===== src/rtl/hazard_forward_unit_pkg.sv =====
// hazard_pkg: shared types for the pipeline hazard controller.
//   fwd_sel_t  - EX operand mux select codes (register file / WB / MEM)
//   hz_state_t - hazard controller FSM states
//   slot_t     - register-usage record of one in-flight instruction
//   slot_writes - true when a slot will write a given non-zero register
package hazard_pkg;

  localparam int ADDR_W = 5;  // register index width
  localparam int SEL_W  = 2;  // forward select width

  typedef enum logic [SEL_W-1:0] {
    FWD_RF  = 2'b00,
    FWD_WB  = 2'b01,
    FWD_MEM = 2'b10
  } fwd_sel_t;

  typedef enum logic [1:0] {
    RUN        = 2'b00,
    LOAD_STALL = 2'b01,
    MEM_WAIT   = 2'b10
  } hz_state_t;

  typedef struct packed {
    logic              valid;
    logic [ADDR_W-1:0] rd;
    logic              regwrite;
    logic              is_load;
    logic [ADDR_W-1:0] rs1;
    logic [ADDR_W-1:0] rs2;
  } slot_t;

  // x0 is hard-wired to zero, so a write to it is never a forwarding source.
  // Bubbles (valid=0) never match.
  function automatic logic slot_writes(input slot_t s, input logic [ADDR_W-1:0] r);
    return s.valid & s.regwrite & (s.rd != '0) & (s.rd == r);
  endfunction

endpackage


===== src/rtl/hazard_forward_unit_forward_select.sv =====
// forward_select: combinational forwarding comparator for one EX operand.
// Ports:
//   src      in  EX-stage source register index for this operand
//   mem_slot in  instruction currently in MEM
//   wb_slot  in  instruction currently in WB
//   sel      out operand mux select (MEM beats WB beats register file)
module forward_select
  import hazard_pkg::*;
(
  input  logic [ADDR_W-1:0] src,
  input  slot_t             mem_slot,
  input  slot_t             wb_slot,
  output fwd_sel_t          sel
);

  // The comparator only needs valid/regwrite/rd; the remaining slot fields
  // are carried for the rest of the tracker.
  logic unused_fields;
  assign unused_fields = &{1'b0, mem_slot.is_load, mem_slot.rs1, mem_slot.rs2,
                           wb_slot.is_load, wb_slot.rs1, wb_slot.rs2};

  always_comb begin
    sel = FWD_RF;
    if (slot_writes(mem_slot, src)) begin
      sel = FWD_MEM;  // youngest producer wins
    end else if (slot_writes(wb_slot, src)) begin
      sel = FWD_WB;
    end
  end

endmodule


===== src/rtl/hazard_forward_unit.sv =====
// hazard_forward_unit: pipeline-hazard controller for the 5-stage core.
// Tracks the EX/MEM/WB instructions' register usage and produces:
//   forward_a_e / forward_b_e - EX operand mux selects
//   stall_f / stall_d         - hold PC and IF/ID
//   flush_d / flush_e         - clear IF/ID, bubble into ID/EX
//   stall_all                 - freeze EX/MEM/WB during a data-memory wait
//   state_o                   - FSM state (RUN=00, LOAD_STALL=01, MEM_WAIT=10)
// Inputs: decode-stage rs1/rs2/rd, regwrite, is_load, valid; EX branch
// outcome; data-memory ready. Reset is asynchronous, active-low.
module hazard_forward_unit
  import hazard_pkg::*;
#(
  parameter int REG_ADDR_WIDTH = ADDR_W,  // slot records are sized by the package
  parameter int FWD_WIDTH      = SEL_W
) (
  input  logic                      clk,
  input  logic                      rst_n,
  input  logic [REG_ADDR_WIDTH-1:0] rs1_d,
  input  logic [REG_ADDR_WIDTH-1:0] rs2_d,
  input  logic [REG_ADDR_WIDTH-1:0] rd_d,
  input  logic                      regwrite_d,
  input  logic                      is_load_d,
  input  logic                      valid_d,
  input  logic                      branch_taken_e,
  input  logic                      dmem_ready,
  output logic [FWD_WIDTH-1:0]      forward_a_e,
  output logic [FWD_WIDTH-1:0]      forward_b_e,
  output logic                      stall_f,
  output logic                      stall_d,
  output logic                      flush_d,
  output logic                      flush_e,
  output logic                      stall_all,
  output logic [1:0]                state_o
);

  slot_t     ex_reg, mem_reg, wb_reg;
  slot_t     dec_slot;
  hz_state_t state_reg, state_next;
  logic      mem_wait;
  logic      load_use;

  assign dec_slot = '{valid:    valid_d,
                      rd:       rd_d,
                      regwrite: regwrite_d,
                      is_load:  is_load_d,
                      rs1:      rs1_d,
                      rs2:      rs2_d};

  // ---------------------------------------------------------------------
  // Forwarding: one comparator per EX operand
  // ---------------------------------------------------------------------
  logic [ADDR_W-1:0] ex_src  [2];
  fwd_sel_t          fwd_sel [2];

  assign ex_src[0] = ex_reg.rs1;
  assign ex_src[1] = ex_reg.rs2;

  for (genvar gi = 0; gi < 2; gi++) begin : g_fwd
    forward_select u_sel (
      .src      (ex_src[gi]),
      .mem_slot (mem_reg),
      .wb_slot  (wb_reg),
      .sel      (fwd_sel[gi])
    );
  end

  // Selects stay constant during a memory wait because the slots are frozen.
  assign forward_a_e = fwd_sel[0];
  assign forward_b_e = fwd_sel[1];

  // ---------------------------------------------------------------------
  // Hazard detection
  // ---------------------------------------------------------------------
  // The wait is raised combinationally so the load already in MEM is held
  // on the very first cycle the memory is not ready.
  assign mem_wait = mem_reg.valid & mem_reg.is_load & ~dmem_ready;

  assign load_use = valid_d & ex_reg.valid & ex_reg.is_load & (ex_reg.rd != '0) &
                    ((ex_reg.rd == rs1_d) | (ex_reg.rd == rs2_d));

  // ---------------------------------------------------------------------
  // FSM next state and control outputs
  // ---------------------------------------------------------------------
  always_comb begin
    state_next = RUN;
    stall_f    = 1'b0;
    stall_d    = 1'b0;
    flush_d    = 1'b0;
    flush_e    = 1'b0;
    stall_all  = 1'b0;

    if (mem_wait) begin
      // Memory wait dominates: branch and load-use are not acted on while
      // frozen; the instructions involved are still held and re-evaluate
      // once the pipeline moves again.
      stall_all  = 1'b1;
      stall_f    = 1'b1;
      stall_d    = 1'b1;
      state_next = MEM_WAIT;
    end else if (branch_taken_e) begin
      // The decode instruction is discarded, so a load-use on it is moot.
      flush_d = 1'b1;
      flush_e = 1'b1;
    end else if (load_use) begin
      stall_f = 1'b1;
      stall_d = 1'b1;
      flush_e = 1'b1;
      // LOAD_STALL only ever follows a detection in RUN (or a released
      // wait); in LOAD_STALL itself EX holds the bubble, so no new hazard.
      case (state_reg)
        RUN, MEM_WAIT: state_next = LOAD_STALL;
        default:       state_next = RUN;
      endcase
    end
  end

  assign state_o = state_reg;

  // ---------------------------------------------------------------------
  // Slot tracker and state register
  // ---------------------------------------------------------------------
  always_ff @(posedge clk or negedge rst_n) begin
    if (!rst_n) begin
      ex_reg    <= '0;
      mem_reg   <= '0;
      wb_reg    <= '0;
      state_reg <= RUN;
    end else begin
      state_reg <= state_next;
      if (!stall_all) begin
        wb_reg  <= mem_reg;
        mem_reg <= ex_reg;
        ex_reg  <= flush_e ? slot_t'('0) : dec_slot;
      end
    end
  end

endmodule


===== config.mk =====
export PLATFORM = sky130hd
export DESIGN_NAME = hazard_forward_unit
export DESIGN_NICKNAME = d
export VERILOG_FILES = /design/src/rtl/hazard_forward_unit_pkg.sv /design/src/rtl/hazard_forward_unit_forward_select.sv /design/src/rtl/hazard_forward_unit.sv
export SDC_FILE = /design/constraint.sdc
export NUM_CORES = 1
export LEC_CHECK = 0
export ABC_AREA = 1
export CORE_MARGIN = 3
export CORE_UTILIZATION = 50
export CTS_CLUSTER_DIAMETER = 50
export CTS_CLUSTER_SIZE = 10
export DETAILED_ROUTE_END_ITERATION = 6
export PLACE_DENSITY = 0.76
export SLEW_MARGIN = 10
export SYNTH_ARGS = -nofsm -noshare
export SYNTH_HDL_FRONTEND = slang
export SYNTH_SLANG_ARGS = --single-unit

===== constraint.sdc =====
create_clock -name clk -period 4.3 [get_ports clk]
set_clock_uncertainty 0.2 [all_clocks]
set_input_delay 0.43 -clock clk [delete_from_list [all_inputs] [get_ports clk]]
set_output_delay 0.43 -clock clk [all_outputs]
set_load 0.1 [all_outputs]

==> metrics.cfg <==
[setup_path]
startpoint_type=flop
cp-end-kind=output pin
cp.required_ns=3.67
path_buf_inv=1
crit_type=flop to output pin
max_stage_delay_ns=1.13
cp_top_family=buffers and inverters
reg2reg_depth=4
crit_fanout=5
rr_startpoint=mem_reg[17]
critical_path_depth=6
r2r_slack_ns=2.45
cpMostUsedCell=nand3_1
timing.rr.end=mem_reg[10]
path_cells=nor3_1, nand3_1, nand3_1, nor3_2, nor2_1, clkdlybuf4s50_1
crit_arrival_ns=2.51
critPathLaunch=mem_reg[13]
cp_slowest_cell=clkdlybuf4s50_1

[synthesis]
ys_seq_area_share_pct=45.0
ys_ff_latch=35
yosysWarnings=0
syn_inst=262
syn-num-nets=284
synth_cell_type_count=19
synth_area_um2=1940
synth.avg_cell_area_um2=7.42

[floorplanning]
dieHeight_um=68.4
die_x_um=68.4
io_pins=33
placeableCoreArea_um2=3720
die-area_um2=4670
initial_utilization_pct=52.3
num_rows=22

[drt]
drc=0
via_per_inst=4.94
vias=1680
ant_nets=0
first_pass_iters=4
drt_wl_total_um=4150
drt_iter0_drc=86
wire_per_inst_um=12.2

[layout]
drive_gt1_share_pct=8.22
finalCoreUtilization_pct=63.7
num_antenna_cells=0
fin_nets=314
synthToLayoutAreaGrowth_pct=21.7
largest_reg_flops=18

[clock_tree]
path_clk_slew_ns=0.07
clock_latency_ns=0.28
cts_setup_buffers=0
clockBufferDepth=2
cts_hold_buf=0
cts_tree=built
numCtsBuffers=5
cts_root_buf=clkbuf_8
cts_sinks=35
cts_max_level=2
ctsResizeCount=0

[timing]
finalHoldViolCount=0
fin_crit_ns=3.14
finalHoldWorstSlack_ns=0.277
rsz0062_at_grt=no
fin_crit_sh_pct=73.0
maxSlewViolCount=0
finalSetupTns_ns=0
worst_pin_slew_ns=0.974
fmax_mhz=319
relSlewSlack_pct=34.9
setup_viol=0
timing.final.ws_setup_ns=1.16

[global_route]
grt_pass1_vias=1556
grt_antenna_before_repair=0
grt_max_degree=39
grt_overflow=0
grt_pass1_wl_um=7330
track_usage_pct=21.3

[min_path]
hold_end=wb_reg[17]
worstHoldStart=wb_reg[17]
hp-class=flop to flop
holdPathStages=2

[pwr]
p_leak_uw=0.00125
powerDensity_nw_per_um2=317
vdd_drop_max_mv=0.189

[place]
dpl_worst_slack_ns=1.37
finalWeightedCongestion=0.832
dp_hpwl_um=2950
io_buffers=32

[job]
drv_cap=0

[status]
status=complete, no violations

## per-stage QoR
| stage | area (um^2) | instances | total power, uW |
|---|---|---|---|
| floorplan | 1950 | 262 | 467 |
| detailed placement | 2280 | 333 | 518 |
| global route | 2370 | 340 | 790 |
| global placement | 2280 | 333 | 515 |
| finish | 2370 | 340 | 749 |
| CTS | 2370 | 340 | 760 |
## kinds of logic (layout without fill, tap and decap cells)
kind of cell	after synthesis	in the layout	synth area share, %
buffers and inverters	45	75	9.59
XOR/XNOR	22	22	9.91
AND/OR/NAND/NOR	148	148	32.2
AO/OA/AOI/OAI	12	12	3.28
flip-flops	35	35	45.0
## cell type report
| type | instances | area, um^2 |
|---|---|---|
| multi-input combinational | 182 | 892 |
| tap | 48 | 60.1 |
| sequential | 35 | 876 |
| inverter | 34 | 128 |
| fill | 353 | 1350 |
| clock inverter | 1 | 5.00 |
| clock buffer | 6 | 82.6 |
| timing repair buffer | 34 | 323 |
## cell usage in the layout, fill, tap and decap left out
cell type,count
clkbuf_8,6
nor3_2,3
a21oi_2,1
nor2_1,28
inv_2,2
nand2_2,1
inv_1,32
clkinv_2,1
dfrtp_1,35
xnor2_1,14
nor3_1,4
o21ai_0,11
clkdlybuf4s50_1,27
nand2_1,78
nand4_1,6
xor2_1,8
or2_2,3
nand3_1,25
buf_4,7
## worst max path at each step
| stage | endpoint | slack [ns] |
|---|---|---|
| 2_1_floorplan | stall_f | 0.1 |
| 3_3_place_gp | stall_f | 1.40 |
| 3_5_place_dp | stall_d | 1.37 |
| 4_1_cts | forward_b_e[0] | 1.12 |
| 5_1_grt | forward_a_e[0] | 1.02 |
| 6_report | forward_b_e[0] | 1.16 |
## synthesized netlist by cell type
master | count | area [um^2]
clkbuf_1 | 6 | 22.5
inv_2 | 2 | 7.51
nand2_1 | 78 | 293
nor2_1 | 28 | 105
buf_6 | 1 | 11.3
buf_2 | 2 | 10.0
buf_4 | 2 | 15.0
inv_1 | 32 | 120
xor2_1 | 8 | 70.1
xnor2_1 | 14 | 123
a21oi_2 | 1 | 8.76
nor3_2 | 1 | 10.0
dfrtp_1 | 35 | 876
nand2_2 | 1 | 6.26
nand4_1 | 6 | 37.5
nor3_1 | 6 | 30.0
nand3_1 | 25 | 125
or2_2 | 3 | 18.8
o21ai_0 | 11 | 55.1
## metal layers
layer	global-route usage (%)	part of all wire, %	vias up
li1	-	-	868
met1	28.7	47	769
met2	33.6	47	37
met3	4.93	4.2	6
met4	7.44	1.4	0
met5	0	0	-
## where the power goes
group          internal (uW)  leakage (uW)  total [uW]  switching [uW]
clock                    126     0.0000470         238             113
combinational           58.7      0.000748         135            76.2
sequential               351      0.000453         376            25.4
## worst reg2reg max path: stages (launching register included)
cell and delay [ns]:
dfrtp_1 0.41, nand3_1 0.09, buf_4 0.32, inv_2 0.34, or2_2 0.37
Power figures use the tool's default switching activity.
